### config.mk
export PLATFORM = sky130hd
export DESIGN_NAME = sdram_scan_tester
export DESIGN_NICKNAME = d
export VERILOG_FILES = /design/src/rtl/sdram_scan_tester.sv
export SDC_FILE = /design/constraint.sdc
export NUM_CORES = 1
export LEC_CHECK = 0
export CAP_MARGIN = 25
export CORE_MARGIN = 5
export CORE_UTILIZATION = 47
export CTS_BUF_LIST = sky130_fd_sc_hd__clkbuf_4 sky130_fd_sc_hd__clkbuf_8
export CTS_CLUSTER_DIAMETER = 30
export DETAILED_ROUTE_END_ITERATION = 12
export HOLD_SLACK_MARGIN = 0.03
export PLACE_DENSITY_LB_ADDON = 0.08
export SYNTH_ARGS = -nofsm -noshare
export SYNTH_HDL_FRONTEND = slang
export SYNTH_SLANG_ARGS = --single-unit
### constraint.sdc
create_clock -name clk_66p7m -period 4.5 [get_ports clk_66p7m]
set_clock_uncertainty 0.2 [all_clocks]
set_input_delay 0.9 -clock clk_66p7m [delete_from_list [all_inputs] [get_ports clk_66p7m]]
set_output_delay 0.9 -clock clk_66p7m [all_outputs]
set_load 0.02 [all_outputs]
### src/rtl/sdram_scan_tester.sv
// Write/read-back scan of the byte-wide SDRAM controller user port with an address-derived
// pattern; reports pass/fail LEDs, error count and first failing address.
module sdram_scan_tester #(
  parameter int                    ADDR_WIDTH    = 27,
  parameter int                    DATA_WIDTH    = 8,
  parameter logic [ADDR_WIDTH-1:0] ADDR_LAST     = {ADDR_WIDTH{1'b1}},
  parameter logic [7:0]            SEED          = 8'hA5,
  parameter logic [15:0]           START_DELAY   = 16'd1000,
  parameter logic [15:0]           RD_TIMEOUT    = 16'd255,
  parameter bit                    STOP_ON_ERROR = 1'b1
) (
  input  logic                  clk_66p7m,
  input  logic                  rst,
  input  logic                  start,
  input  logic                  sdram_busy,
  input  logic                  sdram_data_ready,
  input  logic [DATA_WIDTH-1:0] sdram_dout,
  output logic [ADDR_WIDTH-1:0] sdram_address,
  output logic [DATA_WIDTH-1:0] sdram_din,
  output logic                  sdram_write,
  output logic                  sdram_read,
  output logic                  data_correct,
  output logic                  scan_finished,
  output logic                  led_succeed,
  output logic                  led_fault,
  output logic [15:0]           error_count,
  output logic [ADDR_WIDTH-1:0] first_err_addr
);

  typedef enum logic [2:0] {IDLE, W_REQ, W_ACK, W_WAIT, R_REQ, R_WAIT, DONE, FAIL} state_t;

  function automatic logic [DATA_WIDTH-1:0] pat(input logic [ADDR_WIDTH-1:0] a);
    logic [26:0] x;
    logic [7:0]  p;
    x = 27'(a);
    p = x[7:0] ^ x[15:8] ^ x[23:16] ^ {5'b0, x[26:24]} ^ SEED;
    return DATA_WIDTH'(p);
  endfunction

  state_t                state, state_n;
  logic [ADDR_WIDTH-1:0] addr, addr_n;
  logic [15:0]           cnt, cnt_n;
  logic [ADDR_WIDTH-1:0] address_n, first_n;
  logic [DATA_WIDTH-1:0] din_n;
  logic                  write_n, read_n, correct_n, fin_n, succeed_n, fault_n;
  logic [15:0]           err_cnt_n;
  logic                  err, rd_done, last, idle_done, rd_timeout;

  // One counter serves both the post-reset delay and the read timeout.
  assign last       = (addr == ADDR_LAST);
  assign idle_done  = ({1'b0, cnt} + 17'd1) >= {1'b0, START_DELAY};
  assign rd_timeout = ({1'b0, cnt} + 17'd1) >= {1'b0, RD_TIMEOUT};

  always_comb begin
    state_n   = state;
    addr_n    = addr;
    cnt_n     = cnt;
    address_n = sdram_address;
    din_n     = sdram_din;
    write_n   = 1'b0;
    read_n    = 1'b0;
    correct_n = data_correct;
    err_cnt_n = error_count;
    first_n   = first_err_addr;
    fault_n   = led_fault;
    err       = 1'b0;
    rd_done   = 1'b0;
    case (state)
      IDLE: begin
        if (idle_done) begin
          state_n = W_REQ;
          addr_n  = '0;
          cnt_n   = '0;
        end else begin
          cnt_n = cnt + 16'd1;
        end
      end
      W_REQ: if (!sdram_busy) begin
        write_n   = 1'b1;
        address_n = addr;
        din_n     = pat(addr);
        state_n   = W_ACK;
      end
      // busy is not yet valid the cycle after a request
      W_ACK: state_n = W_WAIT;
      W_WAIT: if (!sdram_busy) begin
        if (last) begin
          addr_n  = '0;
          state_n = R_REQ;
        end else begin
          addr_n  = addr + ADDR_WIDTH'(1);
          state_n = W_REQ;
        end
      end
      R_REQ: if (!sdram_busy) begin
        read_n    = 1'b1;
        address_n = addr;
        cnt_n     = '0;
        state_n   = R_WAIT;
      end
      R_WAIT: begin
        cnt_n = cnt + 16'd1;
        if (sdram_data_ready) begin
          rd_done   = 1'b1;
          correct_n = (sdram_dout == pat(addr));
          err       = (sdram_dout != pat(addr));
        end else if (rd_timeout) begin
          rd_done   = 1'b1;
          correct_n = 1'b0;
          err       = 1'b1;
        end
        if (rd_done) begin
          if (err && STOP_ON_ERROR) state_n = FAIL;
          else if (last)            state_n = DONE;
          else begin
            addr_n  = addr + ADDR_WIDTH'(1);
            state_n = R_REQ;
          end
        end
      end
      DONE, FAIL: if (start) begin
        state_n   = W_REQ;
        addr_n    = '0;
        err_cnt_n = '0;
        first_n   = '0;
        fault_n   = 1'b0;
        correct_n = 1'b1;
      end
      default: state_n = IDLE;
    endcase
    if (err) begin
      if (error_count != 16'hFFFF) err_cnt_n = error_count + 16'd1;
      if (error_count == 16'd0)    first_n   = addr;
      fault_n = 1'b1;
    end
    if (state_n == FAIL) fault_n = 1'b1;
    fin_n     = (state_n == DONE) || (state_n == FAIL);
    succeed_n = (state_n == DONE) && (err_cnt_n == 16'd0);
  end

  always_ff @(posedge clk_66p7m) begin
    if (rst) begin
      state          <= IDLE;
      addr           <= '0;
      cnt            <= '0;
      sdram_address  <= '0;
      sdram_din      <= '0;
      sdram_write    <= 1'b0;
      sdram_read     <= 1'b0;
      data_correct   <= 1'b1;
      scan_finished  <= 1'b0;
      led_succeed    <= 1'b0;
      led_fault      <= 1'b0;
      error_count    <= '0;
      first_err_addr <= '0;
    end else begin
      state          <= state_n;
      addr           <= addr_n;
      cnt            <= cnt_n;
      sdram_address  <= address_n;
      sdram_din      <= din_n;
      sdram_write    <= write_n;
      sdram_read     <= read_n;
      data_correct   <= correct_n;
      scan_finished  <= fin_n;
      led_succeed    <= succeed_n;
      led_fault      <= fault_n;
      error_count    <= err_cnt_n;
      first_err_addr <= first_n;
    end
  end

endmodule

==> After elaboration in Yosys (flattened, before gate mapping) <==
Index checks and enable logic that the tools add are counted.
{ "totals": {"register_bits": 130, "out_inout_bits": 84, "input_bits": 13, "wordCells": 111} }
{ "classes": {"reduce_logical": 20, "n_eq_ne": 21, "muxes": 44, "n_addsub": 4, "bitwise": 7, "n_lt_le_gt_ge": 2} }
{ "op_table": {"columns": ["cell", "n"], "rows": [
  ["$mux W27", 11],
  ["$pmux W27 S4", 1],
  ["$mux W16", 6],
  ["$pmux W16 S3", 1],
  ["$add A16 B1 Y16 const B", 2],
  ["$logic_not A16 Y1", 2],
  ["$add A27 B1 Y27 const B", 1],
  ["$eq A27 B27 Y1 const B", 1],
  ["$mux W3", 7],
  ["$pmux W3 S7", 1],
  ["$eq A3 B3 Y1 const B", 6],
  ["$add A16 B1 Y17 const B", 1],
  ["$ge A17 B10 Y1 const B", 1],
  ["$ge A17 B8 Y1 const B", 1],
  ["$ne A16 B16 Y1 const B", 1],
  ["$xor A8 B8 Y8", 2],
  ["$mux W1", 14],
  ["$ne A2 B2 Y1 const B", 7],
  ["$reduce_bool A3 Y1", 3],
  ["$eq A8 B8 Y1", 1],
  ["$ne A8 B8 Y1", 1],
  ["$reduce_and A2 Y1", 4],
  ["$reduce_or A2 Y1", 4],
  ["$xor A8 B3 Y8", 1],
  ["other kinds (14)", 18]
]} }

==> Logic depth before layout (Yosys ltp) <==
Gate-level depths: netlist (run 1).
{ "depth": {"word_depth": 13, "ltp_mapped": 13} }

==> Worst setup path after synthesis (run 1) <==
No wires, ideal clock.
{ "synth_path": {"path_kind": "input -> register", "start": "input sdram_dout[1]", "end": "register led_succeed", "path_buffers": 1, "setup_time_ns": 0.103, "required_time_ns": 4.197, "setup_slack_ns": 1.305, "path_stages": 9, "t_arrival_ns": 2.891, "path_cell_list": "xnor3_1 nor4b_2 a31oi_1 a21boi_4 and2_1 buf_6 nor2_4 a2111o_1 a2111oi_2"} }
{ "synth_via": {"elab_chain_cells": 8, "elab_cells_between_ends": 11, "cone_classes": "eq/ne: 2; mux: 7; reduce/logical: 2"} }
{ "synth_lines": {"columns": ["element", "line", "rtl"], "rows": [
  ["start, declared", "17", "input logic [DATA_WIDTH-1:0] sdram_dout,"],
  ["$ne A8 B8 Y1 *", "106", "err = (sdram_dout != pat(addr));"],
  ["$mux W1 *", "103", "if (sdram_data_ready) begin"],
  ["$mux W1 *", "68", "case (state)"],
  ["$mux W2", "113", "if (err && STOP_ON_ERROR) state_n = FAIL;"],
  ["$mux W3", "112", "if (rd_done) begin"],
  ["$pmux W3 S7", "68", null],
  ["$eq A3 B3 Y1", "138", "succeed_n = (state_n == DONE) && (err_cnt_n == 16'd0);"],
  ["$logic_and A1 B1 Y1 *", "138", null],
  ["end signal, assigned", "166", "led_succeed <= succeed_n;"],
  ["end, declared", "24", "output logic led_succeed,"]
]} }
Mark *: on every way between the ends. The rest lies on a longest branch, timed or not. The select of a mux whose other input is x is not followed.
A chain may end at the register's enable or synchronous reset.

==> Worst setup path in the final report (run 1) <==
{ "layout_path": {"start": "register cnt[1]", "end": "register addr[21]"} }
{ "layout_via": {"elab_chain_cells": 7, "elab_cells_between_ends": 12, "cone_classes": "add/sub: 1; order compare: 2; eq/ne: 3; mux: 5; reduce/logical: 1"} }
{ "layout_lines": {"columns": ["element", "line", "rtl"], "rows": [
  ["start, declared", "42", "logic [15:0] cnt, cnt_n;"],
  ["start signal, assigned", "159", "cnt <= cnt_n;"],
  ["$add A16 B1 Y17 *", "51, 52", null],
  ["$ge A17 B8 Y1", "52", "assign rd_timeout = ({1'b0, cnt} + 17'd1) >= {1'b0, RD_TIMEOUT};"],
  ["$mux W1", "107", "end else if (rd_timeout) begin"],
  ["$mux W1", "103", null],
  ["$mux W1", "68", null],
  ["$ne A2 B2 Y1 (no line)", null, null],
  ["$reduce_and A7 Y1 (no line) *", null, null],
  ["end signal, assigned", "158", "addr <= addr_n;"],
  ["end, declared", "41", "logic [ADDR_WIDTH-1:0] addr, addr_n;"]
]} }
Marked as above.

==> results.md, run 1 <==
Power and ir drop:
- The leakage power total is 2.67 nW.
- The worst ir drop on vdd is 0.172 mV.
- Power spread over the standard cell area amounts to 292 mW/mm^2.
- The design draws 2.38 mW.

Clocking:
- The clock insertion delay at the later pin of the skew report is 0.45 ns.
- The H-tree level count is 4.
- The clock drives 130 sinks.
- The number of hold-repair buffers added at the cts stage is 0.
- Gates resized during post-CTS repair numbered 0.
- In this run the clock root is driven by a clkbuf_8.
- Counting along the longest clock path gives a buffer depth of 2.
- The number of post-CTS setup repair buffers is 0.
- Clock tree synthesis inserted a total of 17 buffers.
- TritonCTS built the clock tree.
- The clock slew at the register clock pins of the worst setup and hold paths is 0.07 ns.

Floorplanning:
- 97 I/O pins were placed.
- Measured along the x axis, the die boundary spans 129 um.
- The die covers 0.0166 sq mm.
- The initial standard-cell utilization of the core is 48.0%.
- The vertical extent of the die is 129 um.
- The number of core rows is 43.
- The core region is 0.0139 sq mm.

Critical path:
- The data arrival time of the critical path is 4.22 ns.
- The classification of the worst setup path is flop to flop.
- For the worst setup path, the data required time is 4.63 ns.
- The register-to-register setup slack is 0.41 ns.
- The endpoint kind of the worst setup timing path is a flop.
- The highest net fanout along the worst path is 27.
- The startpoint type of the worst setup path is a flop.

GRT:
- The via count of the first global-routing pass is 6020.
- Entering global routing, the biggest net connects 49 pins.
- The first global-routing pass estimated 31000 um of wire.
- The number of antenna violations at the first check in global routing is 0.
- The total track usage is 23.2%.
- The final global-route overflow total is 0.

Detailed routing:
- Wires add up to 19000 um.
- The count of nets left with antenna violations once routing finished came out at 0.
- The number of iterations in the first detailed-routing pass is 4.
- Dividing the detail-routed wire length by the instance count gives 17.4 um.
- The via count normalized by instance count is 5.73.
- The routed layout has 6275 vias.
- In the routed design, unresolved DRC markers number 0.
- The first-iteration detailed-routing DRC count is 441.

STA:
- The worst max-slew margin expressed relative to the limit is 37.3%.
- After routing, the total negative slack on setup checks comes to 0 ns.
- The number of slew-limit violations in the final report is 0.
- Setup violations remaining at the end of the flow were counted as 0.
- The transition time at the pin with the least slew margin is 0.940 ns.
- The share of the cycle needed by the critical path after routing is 90.8%.
- The number of hold violations in the final report came to 0.
- After layout, the minimum clock period comes to 4.09 ns.
- For this run, the top clock speed supported by timing is 245 MHz.
- Setup repair after global routing left no endpoint under its margin.

Cells and area:
- Cells with a size suffix above 1 make up 7.76% of the layout.
- The library cells used most frequently in the layout, excluding fill and tap cells, are dfxtp_1 (130), nand2_1 (128), clkdlybuf4s50_1 (95), a21oi_1 (92), nor2_1 (76).
- The sequential cells in the finished layout cover a total of 0.00260 sq mm.
- The number of diodes added for antenna fixing is 0.
- Once layout is done, the placed cells without fillers occupy 0.00813 sq mm.
- The filler cell count in the final layout is 1287.
- The signed area change from the synthesized netlist to the final layout is 22.1%.
- The library cell used most frequently in the layout, excluding fill and tap cells, is dfxtp_1.
- The multi-input combinational cells in the finished layout cover a total of 0.00373 sq mm.
- After the last flow step, the layout net total stands at 920.
- At the end of the flow the core is filled with cells to 58.6%.

Placement:
- The placed wire-length estimate after detailed placement is 13700 um.
- The quantity of I/O buffers inserted on ports is 96.
- The congestion estimate from routability-driven global placement came to 0.889.
- In this run the cell area measured after placement is 0.00764 sq mm.

Synth:
- Counting flops with an async set or reset pin after synthesis yields a share of 0%.
- Among all flip-flop cells after synthesis, the most frequent one is dfxtp_1.
- In the synthesized netlist, the number of instances is 837.
- The cell area after technology mapping is 0.00666 sq mm.
- Counting flops with a built-in enable in the synthesized netlist gives 0.
- After synthesis the netlist holds a flip-flop and latch count of 130.
- After synthesis, the netlist uses 76 different library cells.
- The per-instance average area after synthesis is 7.95 sq um.
- The Yosys warning count is 0.
- When the netlist entered floorplanning its net count stood at 855.
- After synthesis, flip-flops and latches occupy 39.1% of the total area.

Run:
- Max-cap violations in this run came to 0.

Status:
- The flow ran to the end, and the final reports show no timing, DRC or antenna violations.

Min path:
- The class of the worst hold path is flop to flop.
==> critical path: stages (launching register included) <==
cell      delay [ns]
dfxtp_1         0.49
ha_1            0.39
nand3_1         0.25
nor4_1          0.43
nand3_1         0.21
a211oi_4        0.48
a21bo_2         0.37
nand2_2         0.36
nor2_2          0.27
a21o_1          0.13
buf_4           0.28
nor2_1          0.10
==> flip-flops by register name (all words and copies together), names as in the netlist <==
name            count
addr               27
first_err_addr     27
sdram_address      27
cnt                16
error_count        16
sdram_din           8
state               3
data_correct        1
led_fault           1
led_succeed         1
scan_finished       1
sdram_read          1
sdram_write         1
==> final timing paths <==
kind | start | end | cells past startpoint
max | cnt[1]$_SDFFE_PP0P_ | addr[21]$_SDFFE_PP0P_ | 11
min reg2reg | sdram_address[19]$_SDFFE_PP0P_ | sdram_address[19]$_SDFFE_PP0P_ | 2
min | sdram_address[19]$_SDFFE_PP0P_ | sdram_address[19]$_SDFFE_PP0P_ | 2
max reg2reg | cnt[1]$_SDFFE_PP0P_ | addr[21]$_SDFFE_PP0P_ | 11
==> area by class of cell <==
type                       count  share of cell area [%]
clock inverter                13                    2.57
inverter                       9                   0.415
tap                          180                    2.77
clock buffer                  19                    3.14
multi-input combinational    633                    45.9
sequential                   130                    32.0
timing repair buffer         111                    13.2
==> cell families (layout without fill, tap and decap cells) <==
kind of cell	Yosys count	after routing	synth area share, %
buf+inv	74	152	5.06
mux	2	2	0.319
simple gates	401	401	30.0
xor+xnor	56	56	8.93
flops	130	130	39.1
fa+ha+maj	5	5	0.940
compound gates	169	169	15.7
==> report_power, final <==
group / total (mW) / switching, mW / internal (mW) / leakage [nW]
Combinational: 0.0566 / 0.0337 / 0.0229 / 1.40
Sequential: 1.16 / 0.00564 / 1.15 / 1.05
Clock: 1.16 / 0.481 / 0.680 / 0.225
==> metrics by stage <==
stage,hold slack [ns],cells,setup WS [ns]
floorplan,0.265,837,1.31
global placement,0.245,1062,0.442
detailed placement,0.247,1062,0.343
CTS,0.258,1094,0.391
global route,0.278,1095,0.0948
finish,0.257,1095,0.412
==> Yosys cell counts, drive strengths merged, types with 6 or more instances <==
cell    instances  area share, %
dfxtp         130             39
nand2         129            7.3
a21oi          92            6.9
nor2           78            4.5
nand3          63            4.9
xnor2          44            5.9
clkbuf         38            2.2
buf            27            2.4
o21ai          27            2.0
nor4           23            2.2
nor3           21            1.8
and3           19            1.8
a31oi          10           0.94
inv             9           0.51
nand4           9           0.94
nor2b           9           0.85
or3             8           0.75
and2            7           0.66
xnor3           7            2.4
and4            6           0.79
==> per-layer routing <==
layer / GRT usage [%] / share of wire (%)
met1: 28.7 / 43
met4: 9.33 / 2.8
met5: 0 / 0
met3: 5.07 / 4.2
met2: 39.5 / 50
Power figures use the tool's default switching activity.
==> run 2: changes to the inputs <==
Settings changed: MAX_ROUTING_LAYER set to met4.
==> run 2 against run 1 <==
Effect of this change:
- cell count stayed put
- power is 5.2% lower
- first-iteration DRC count increased by 14%
- largest cell class unchanged
- sequential power about the same
- highest routed layer unchanged
- combinational power decreased by 1%
- wire length increased by 0.96%
==> results.md, run 2 (synthesis results as in run 1) <==
Critical path:
- The dominant cell type by count on the critical path is nand3_1.
- The startpoint type of the worst setup path is a flop.
- The worst setup path is captured at a flop.
- The signal on the critical path passes through ha_1 > nand3_1 > nor4_1 > nand3_1 > a211oi_2 > a21bo_2 > nand2_2 > nor2_2 > a21o_1 > buf_4 > nor2_1.
- Counting cells, the worst reg-to-reg path comes to 11.
- In this run the register-to-register setup slack is 0.36 ns.
- The critical path is of the flop to flop type.
- The slowest stage of the critical path belongs to the cell a211oi_2.
- The data required time at the worst endpoint is 4.64 ns.
- Together, buffers and inverters on the worst path number 1.
- In this design, the stage delay of the slowest critical-path cell is 0.61 ns.
- The highest net fanout along the worst path is 27.
- For the worst setup path, the data arrival time is 4.28 ns.
- The reg-to-reg startpoint is cnt[1]$_SDFFE_PP0P_.
- The cell family contributing the most delay on the critical path is simple AND/OR/NAND/NOR gates.
- In this run the critical register-to-register path is captured at addr[6]$_SDFFE_PP0P_.

Detailed routing:
- The detailed router finished its first iteration with 502 violations.
- Before antenna repair, the detailed router went through 5 iterations.
- The aggregate routed wire length is 19200 um.
- The number of remaining DRC errors is 0.
- The vias after detailed routing is 6295.
- The average wire per cell in the routed design is 17.5 um.
- The via count normalized by instance count is 5.75.
- The detail route stage leaves a number of antenna-violating nets equal to 0.

Power and ir drop:
- The leakage power total is 2.64 nW.
- Net switching is 23.3% of the power.
- The power per cell area is 279 mW/mm^2.
- In this run the power spent charging and discharging nets is 0.525 mW.
- The combinational group share of total power is 2.5%.
- The clock network power share is 46.1%.
- Internal power comes to 1.73 mW.
- The worst-case IR drop observed on VDD is 0.236 mV.
- The sequential share of power is 51.4%.

Placement:
- The placement-stage cell area is 0.00764 sq mm.
- During placement, the flow inserted port buffers numbering 96.
- The weighted congestion reported at the end of routability-driven placement is 0.897.
- The placed wire-length estimate after detailed placement is 13900 um.

Floorplanning:
- In this run the vertical extent of the chip is 129 um.
- The die covers 0.0166 sq mm.
- The initial utilization of the core area, before any placement, comes to 48.0%.
- The floorplan step set the die width to 129 um.
- The floorplan core area is 0.0139 sq mm.
- The number of ports placed on the die boundary is 97.
- The number of core rows is 43.

Cells and area:
- The finished cells cover 0.00808 sq mm.
- In the layout the commonest cells are dfxtp_1 (130), nand2_1 (128), clkdlybuf4s50_1 (95), a21oi_1 (92), nor2_1 (76).
- The fraction of final layout cells sized beyond drive strength 1 is 7.76%.
- The signed area change from the synthesized netlist to the final layout is 21.3%.
- The final layout net count is 920.
- The repair_antennas step left the layout with diodes totalling 0.
- The filler cell count in the final layout is 1334.
- Leaving out fill and tap cells, the most frequent cell in the layout is dfxtp_1.
- The largest registers in the layout are addr x27, first_err_addr x27, sdram_address x27.
- The utilization after layout is 58.2%.

Min path:
- The worst hold path passes through 2 cells.
- The endpoint with the worst hold slack is sdram_address[21]$_SDFFE_PP0P_.
- In this run the worst hold path is classified as flop to flop.
- The worst min-delay path startpoint is sdram_address[21]$_SDFFE_PP0P_.

Clocking:
- The clock insertion delay at the later pin of the skew report is 0.46 ns.
- The clock tree root driver cell is clkbuf_8.
- The clock passes through at most 2 buffers.
- The clock slew at the register clock pins of the worst setup and hold paths is 0.08 ns.
- The number of hold-repair buffers added at the cts stage is 0.
- The post-cts sizing count is 0.
- The TritonCTS clock tree is yes.
- The tree built by TritonCTS fans out to 130 sinks.
- The number of post-CTS setup repair buffers is 0.
- The number of CTS-inserted buffers is 17.
- The H-tree was split into 4 levels.

STA:
- For the pin with the worst max-slew slack, the measured transition is 0.860 ns.
- Timing would allow up to 242 MHz.
- The worst path in the final design needs a cycle of 4.14 ns, including I/O delays and setup.
- The share of the cycle needed by the critical path after routing is 92.0%.
- The number of slew-limit violations in the final report came to 0.
- The total setup violations reported at the end of the flow is 0.
- Setup repair after global routing left no endpoint under its margin.
- The number of hold violations in the final report is 0.
- Headroom to the max-slew limit came out at 42.6%.
- The final total negative setup slack is 0 ns.

Status:
- The flow ran to the end, and the final reports show no timing, DRC or antenna violations.

GRT:
- The first-pass GRT wire length is 30900 um.
- The total track usage is 24.2%.
- The via count of the first global-routing pass is 5962.
- Entering global routing, the biggest net connects 43 pins.
- The final global-route overflow total is 0.
- The number of antenna violations at the first check in global routing came to 0.

Run:
- The max-capacitance violation count is 0.
[run 2: area by class of cell]
type	count	area (sq um)	area share [%]
clock buffers	21	289	3.58
multi-input cells	633	3720	46.1
inverters	9	33.8	0.418
repair buffers	111	1070	13.3
well taps	180	225	2.79
flip-flops and latches	130	2600	32.2
clock inverters	11	129	1.60
[run 2: worst reg2reg max path: stages, from the launching register on]
cell and delay [ns]:
dfxtp_1 0.48, ha_1 0.36, nand3_1 0.26, nor4_1 0.41, nand3_1 0.15, a211oi_2 0.61
a21bo_2 0.39, nand2_2 0.37, nor2_2 0.29, a21o_1 0.14, buf_4 0.28, nor2_1 0.10
[run 2: worst max path at each step]
stage,endpoint,from,depth (start not counted)
3_3_place_gp,addr[18]$_SDFFE_PP0P_,sdram_dout[0],10
6_report,addr[6]$_SDFFE_PP0P_,cnt[1]$_SDFFE_PP0P_,11
3_5_place_dp,addr[5]$_SDFFE_PP0P_,sdram_dout[0],10
4_1_cts,addr[6]$_SDFFE_PP0P_,cnt[1]$_SDFFE_PP0P_,11
2_1_floorplan,led_succeed$_SDFF_PP0_,sdram_dout[1],9
5_1_grt,addr[6]$_SDFFE_PP0P_,cnt[0]$_SDFFE_PP0P_,11
[run 2: stage by stage]
stage,setup slack [ns],power [mW],hold slack [ns],instances
global placement,0.429,1.24,0.247,1061
floorplan,1.31,1.22,0.265,837
CTS,0.378,2.27,0.260,1094
detailed placement,0.363,1.24,0.249,1062
finish,0.360,2.25,0.258,1095
global route,0.00585,2.32,0.277,1095
[run 2: metal layers]
metal	global-route usage (%)	wire length, um
met1	29.3	8360
met4	8.77	521
met3	5.11	827
met5	-	0
met2	40.0	9480
[run 2: power groups by stage]
stage          sequential (mW)  combinational (mW)  clock [mW]
2_1_floorplan             1.18              0.0389           0
3_3_place_gp              1.18              0.0553           0
3_5_place_dp              1.18              0.0562           0
4_1_cts                   1.16              0.0563        1.06
5_1_grt                   1.16              0.0613        1.11
6_report                  1.16              0.0559        1.04
==> RTL edit 1 (flow settings as in run 1) <==
Set the parameter `ADDR_WIDTH` to 54 (it was 27).
--- a/src/rtl/sdram_scan_tester.sv
+++ b/src/rtl/sdram_scan_tester.sv
@@ -1,7 +1,7 @@
 // Write/read-back scan of the byte-wide SDRAM controller user port with an address-derived
 // pattern; reports pass/fail LEDs, error count and first failing address.
 module sdram_scan_tester #(
-  parameter int                    ADDR_WIDTH    = 27,
+  parameter int                    ADDR_WIDTH    = 54,
   parameter int                    DATA_WIDTH    = 8,
   parameter logic [ADDR_WIDTH-1:0] ADDR_LAST     = {ADDR_WIDTH{1'b1}},
   parameter logic [7:0]            SEED          = 8'hA5,
Interface: changed (resized first_err_addr and sdram_address); port bits go from 97 to 151. The function was not compared with the original's and may differ.
==> RTL edit 1 against run 1 <==
Routed wire length rose by 52%; worst setup slack improved by 0.26 ns; area after synthesis up 50%; power is 90% higher; sequential cell count grew 81; final area rose by 57%; largest power group is now clock; maximum frequency grew 6.7%; synthesized cell count rose by 51%; sequential share of layout area is 1.2 points higher; count of clock-buffer cells in the layout rose by 44.
==> RTL edit 1: results (changes against run 1) <==
.. list-table::
   :header-rows: 1

   * - Metric
     - Value
   * - Filler cell count in the final layout
     - 1926 (+50%)
   * - Largest net degree at the start of global routing
     - 90 (+84%)
   * - DR WL/cell
     - 17.01 µm (-2.0%)
   * - Met3 capacity usage during global routing
     - 4.494% (-0.58 points)
   * - Pre-CTS setup slack
     - 0.3973 ns (+0.05395 ns)
   * - Wire length on met1
     - 12650 µm (+54%)
   * - Run status
     - finished clean
   * - GRT Overall Usage
     - 23.21% (about the same)
   * - Largest registers
     - addr: 54 flops, first_err_addr: 54 flops, sdram_address: 54 flops
   * - Count of distinct cell types in the synthesized netlist
     - 75 (-1.3%)
   * - Port-buffer cells
     - 150 (+56%)
   * - Commonest cells in the synthesized netlist
     - nand2_1 (221), dfxtp_1 (211), a21oi_1 (171)
   * - Cell area after placement
     - 11590 µm² (+52%)
   * - Xor-xnor portion of the synthesized cell area
     - 6.155% (-2.8 points)
   * - Portion of the post-synthesis area used by sequential elements
     - 42.41% (+3.3 points)
   * - Highest net fanout along the worst path
     - 25 (-7.4%)
   * - Number of global-route vias before repair
     - 8911 (+48%)
   * - Ranking of synthesized cells by area
     - dfxtp_1 (42%), a21oi_1 (8.6%), nand2_1 (8.3%)
   * - Fraction of met2 tracks used by global routing
     - 37.90% (-1.6 points)
   * - Crit path max-delay family
     - compound AO/OA/AOI/OAI gates
   * - Via/cell ratio
     - 5.630 (-1.8%)
   * - Depth of the worst register-to-register path
     - 10 (-1)
   * - Max Root-Sink Buffers
     - 3 (+1)
   * - Share of synthesized area spent on multiplexers
     - 0.3015% (-0.018 points)
   * - Worst setup path endpoint
     - addr[32]$_SDFFE_PP0P_
   * - Crit path max-delay cell type
     - or4_1
   * - End point of the worst hold path
     - sdram_address[2]$_SDFFE_PP0P_
   * - Critical Path Start
     - cnt[0]$_SDFFE_PP0P_
   * - WL met3
     - 1916 µm (+140%)
   * - Synthesized netlist net count
     - 1283 (+50%)
   * - First drt pass iteration count
     - 5 (+1)
   * - Clock slew at reported path FFs
     - 0.05 ns (-0.02 ns)
   * - Arrival time at the worst endpoint
     - 4.10 ns (-0.12 ns)
   * - Met1 global-route usage
     - 31.16% (+2.5 points)
   * - Worst-case register-to-register setup slack
     - 0.67 ns (+0.26 ns)
   * - Clk Latency, worst-skew pair
     - 0.55 ns (+0.10 ns)
   * - Worst IR Drop VDD
     - 0.2463 mV (+43%)
   * - Per-instance average area after synthesis
     - 7.874 µm² (-1.0%)
   * - Leakage power figure
     - 4.239 nW (+59%)
   * - Worst slew slack as a fraction of its limit
     - 33.80% (-3.5 points)
   * - Number of buffers added by the clock tree synthesis step
     - 46 (+29)
   * - Maximum level of the CTS H-tree
     - 2 (-2)
   * - Synthesized-area fraction occupied by ao, oa, aoi and oai cells
     - 17.18% (+1.5 points)
[RTL edit 1: changes by cell type in the layout (fill, tap and decap cells not counted), sizes merged, moves of 16 or more]
cell | before | now
a21oi | 92 | 174
clkbuf | 19 | 64
clkdlybuf4s50 | 95 | 149
dfxtp | 130 | 211
nand2 | 129 | 221
nand3 | 63 | 108
nand4 | 9 | 30
o21ai | 27 | 43
or3 | 8 | 31
[RTL edit 1: power breakdown]
part           internal [mW]  switching, mW  total (mW)
Combinational         0.0254         0.0472      0.0726
Clock                   1.67          0.888        2.56
Sequential              1.87        0.00527        1.88
[RTL edit 1: area by class of cell]
class	count	area [µm²]	area share [%]
flip-flops and latches	211	4224	33.16
repair buffers	176	1704	13.38
well taps	275	344.1	2.701
clock buffers	63	798.3	6.267
clock inverters	21	344.1	2.701
inverters	16	60.06	0.4715
multi-input cells	936	5264	41.32
==> RTL edit 2 (flow settings as in run 1) <==
Made on the original files. Take the reset off `first_err_addr` and load it in a clocked block of its own.
--- a/src/rtl/sdram_scan_tester.sv
+++ b/src/rtl/sdram_scan_tester.sv
@@ -152,7 +152,6 @@
       led_succeed    <= 1'b0;
       led_fault      <= 1'b0;
       error_count    <= '0;
-      first_err_addr <= '0;
     end else begin
       state          <= state_n;
       addr           <= addr_n;
@@ -166,8 +165,11 @@
       led_succeed    <= succeed_n;
       led_fault      <= fault_n;
       error_count    <= err_cnt_n;
-      first_err_addr <= first_n;
     end
+  end
+
+  always_ff @(posedge clk_66p7m) begin
+    first_err_addr <= first_n;
   end
 
 endmodule
Check against the original RTL: same outputs for any inputs over 10 cycles, from zero or initial values and one cycle with rst high; that may be too few to reach the edited logic, so the function may still have changed.
==> RTL edit 2 against run 1 <==
Area after synthesis down 2.6%; routed wire length down 8.3%; worst setup slack better by 0.15 ns; sequential cell count unchanged; via count down 7.0%; utilization down 1.3 points; power down 7.5%; final area down 3.4%; sequential share of layout area up 1.1 points.
==> RTL edit 2: results (changes against run 1) <==
.. list-table::
   :header-rows: 1

   * - Metric
     - Value
   * - Run status
     - finished clean
   * - First drt pass iteration count
     - 5 (+1)
   * - Pre-CTS setup slack
     - 0.4703 ns (+0.1269 ns)
   * - Per-instance average area after synthesis
     - 7.907 µm² (-0.59%)
   * - Portion of the post-synthesis area used by sequential elements
     - 40.14% (+1.0 points)
   * - GRT Overall Usage
     - 21.61% (-1.6 points)
   * - Largest net degree at the start of global routing
     - 55 (+12%)
   * - Synthesized-area fraction occupied by ao, oa, aoi and oai cells
     - 15.80% (+0.11 points)
   * - Xor-xnor portion of the synthesized cell area
     - 9.398% (+0.47 points)
   * - Violation count after the first detailed-routing iteration
     - 549 (+24%)
   * - Cell area after placement
     - 7461 µm² (-2.4%)
   * - Worst slew slack as a fraction of its limit
     - 34.81% (-2.5 points)
   * - Yosys top cell area share
     - 40.14% (+1.0 points)
   * - Via/cell ratio
     - 5.440 (-5.1%)
   * - Arrival time at the worst endpoint
     - 4.09 ns (-0.13 ns)
   * - Depth of the worst register-to-register path
     - 10 (-1)
   * - Wire length after detailed routing
     - 17430 µm (-8.3%)
   * - Ranking of synthesized cells by area
     - dfxtp_1 (40%), nand2_1 (8.8%), xnor2_1 (5.8%)
   * - Highest net fanout along the worst path
     - 17 (-37%)
   * - Wire length of the first global-routing pass
     - 27810 µm (-10%)
   * - Filler cell count in the final layout
     - 1324 (+2.9%)
   * - Leakage power figure
     - 2.644 nW (-1.1%)
   * - Global placer's final weighted congestion
     - 0.8770 (-1.3%)
   * - Fraction of final layout cells sized beyond drive strength 1
     - 7.167% (-0.59 points)
   * - Count of distinct cell types in the synthesized netlist
     - 67 (-12%)
-- RTL edit 2: cell families (layout without fill, tap and decap cells) --
logic type               count (synthesis)  after routing
AO/OA/AOI/OAI                          166            166
AND/OR/NAND/NOR                        376            376
adder cells (fa/ha/maj)                  5              5
flip-flops                             130            130
XOR/XNOR                                57             57
buffers and inverters                   81            154
multiplexers                             5              5
-- RTL edit 2: path summary, 6_finish.rpt --
path	from	end	slack [ns]
worst max register to register	cnt[1]$_SDFFE_PP0P_	led_succeed$_SDFF_PP0_	0.56
worst min register to register	first_err_addr[6]$_DFF_P_	first_err_addr[6]$_DFF_P_	0.26
worst min-delay path	first_err_addr[6]$_DFF_P_	first_err_addr[6]$_DFF_P_	0.26
worst max-delay path	cnt[1]$_SDFFE_PP0P_	led_succeed$_SDFF_PP0_	0.56
-- RTL edit 2: report_power, final --
part	internal (mW)	total (mW)	switching (mW)
combinational	0.0221	0.0539	0.0318
clock	0.495	0.986	0.492
sequential	1.15	1.16	0.00487
total	1.67	2.20	0.528
-- RTL edit 2: area by class of cell --
cell class,count,area [µm²],share of cell area (%)
clock inverter,15,157.7,2.008
inverter,15,56.30,0.7170
multi-input combinational,609,3531,44.96
timing repair buffer,107,1046,13.32
tap,180,225.2,2.868
sequential,130,2603,33.14
clock buffer,17,234.0,2.980
-- RTL edit 2: metal layers --
layer | share of wire [%] | vias up | track usage [%]
li1 | - | 2933 | -
met1 | 44 | 2734 | 27.18
met2 | 49 | 141 | 36.51
met3 | 4.8 | 29 | 4.264
met4 | 2.3 | 0 | 8.391
met5 | 0 | - | 0
-- RTL edit 2: critical path: stages (launching register included) --
cell       delay [ns]
dfxtp_1          0.45
ha_1             0.39
nand2_1          0.17
or3_4            0.38
or4b_4           0.49
a22oi_2          0.25
and4_1           0.43
or3_4            0.32
o21ai_1          0.08
a221o_1          0.33
a2111oi_2        0.34
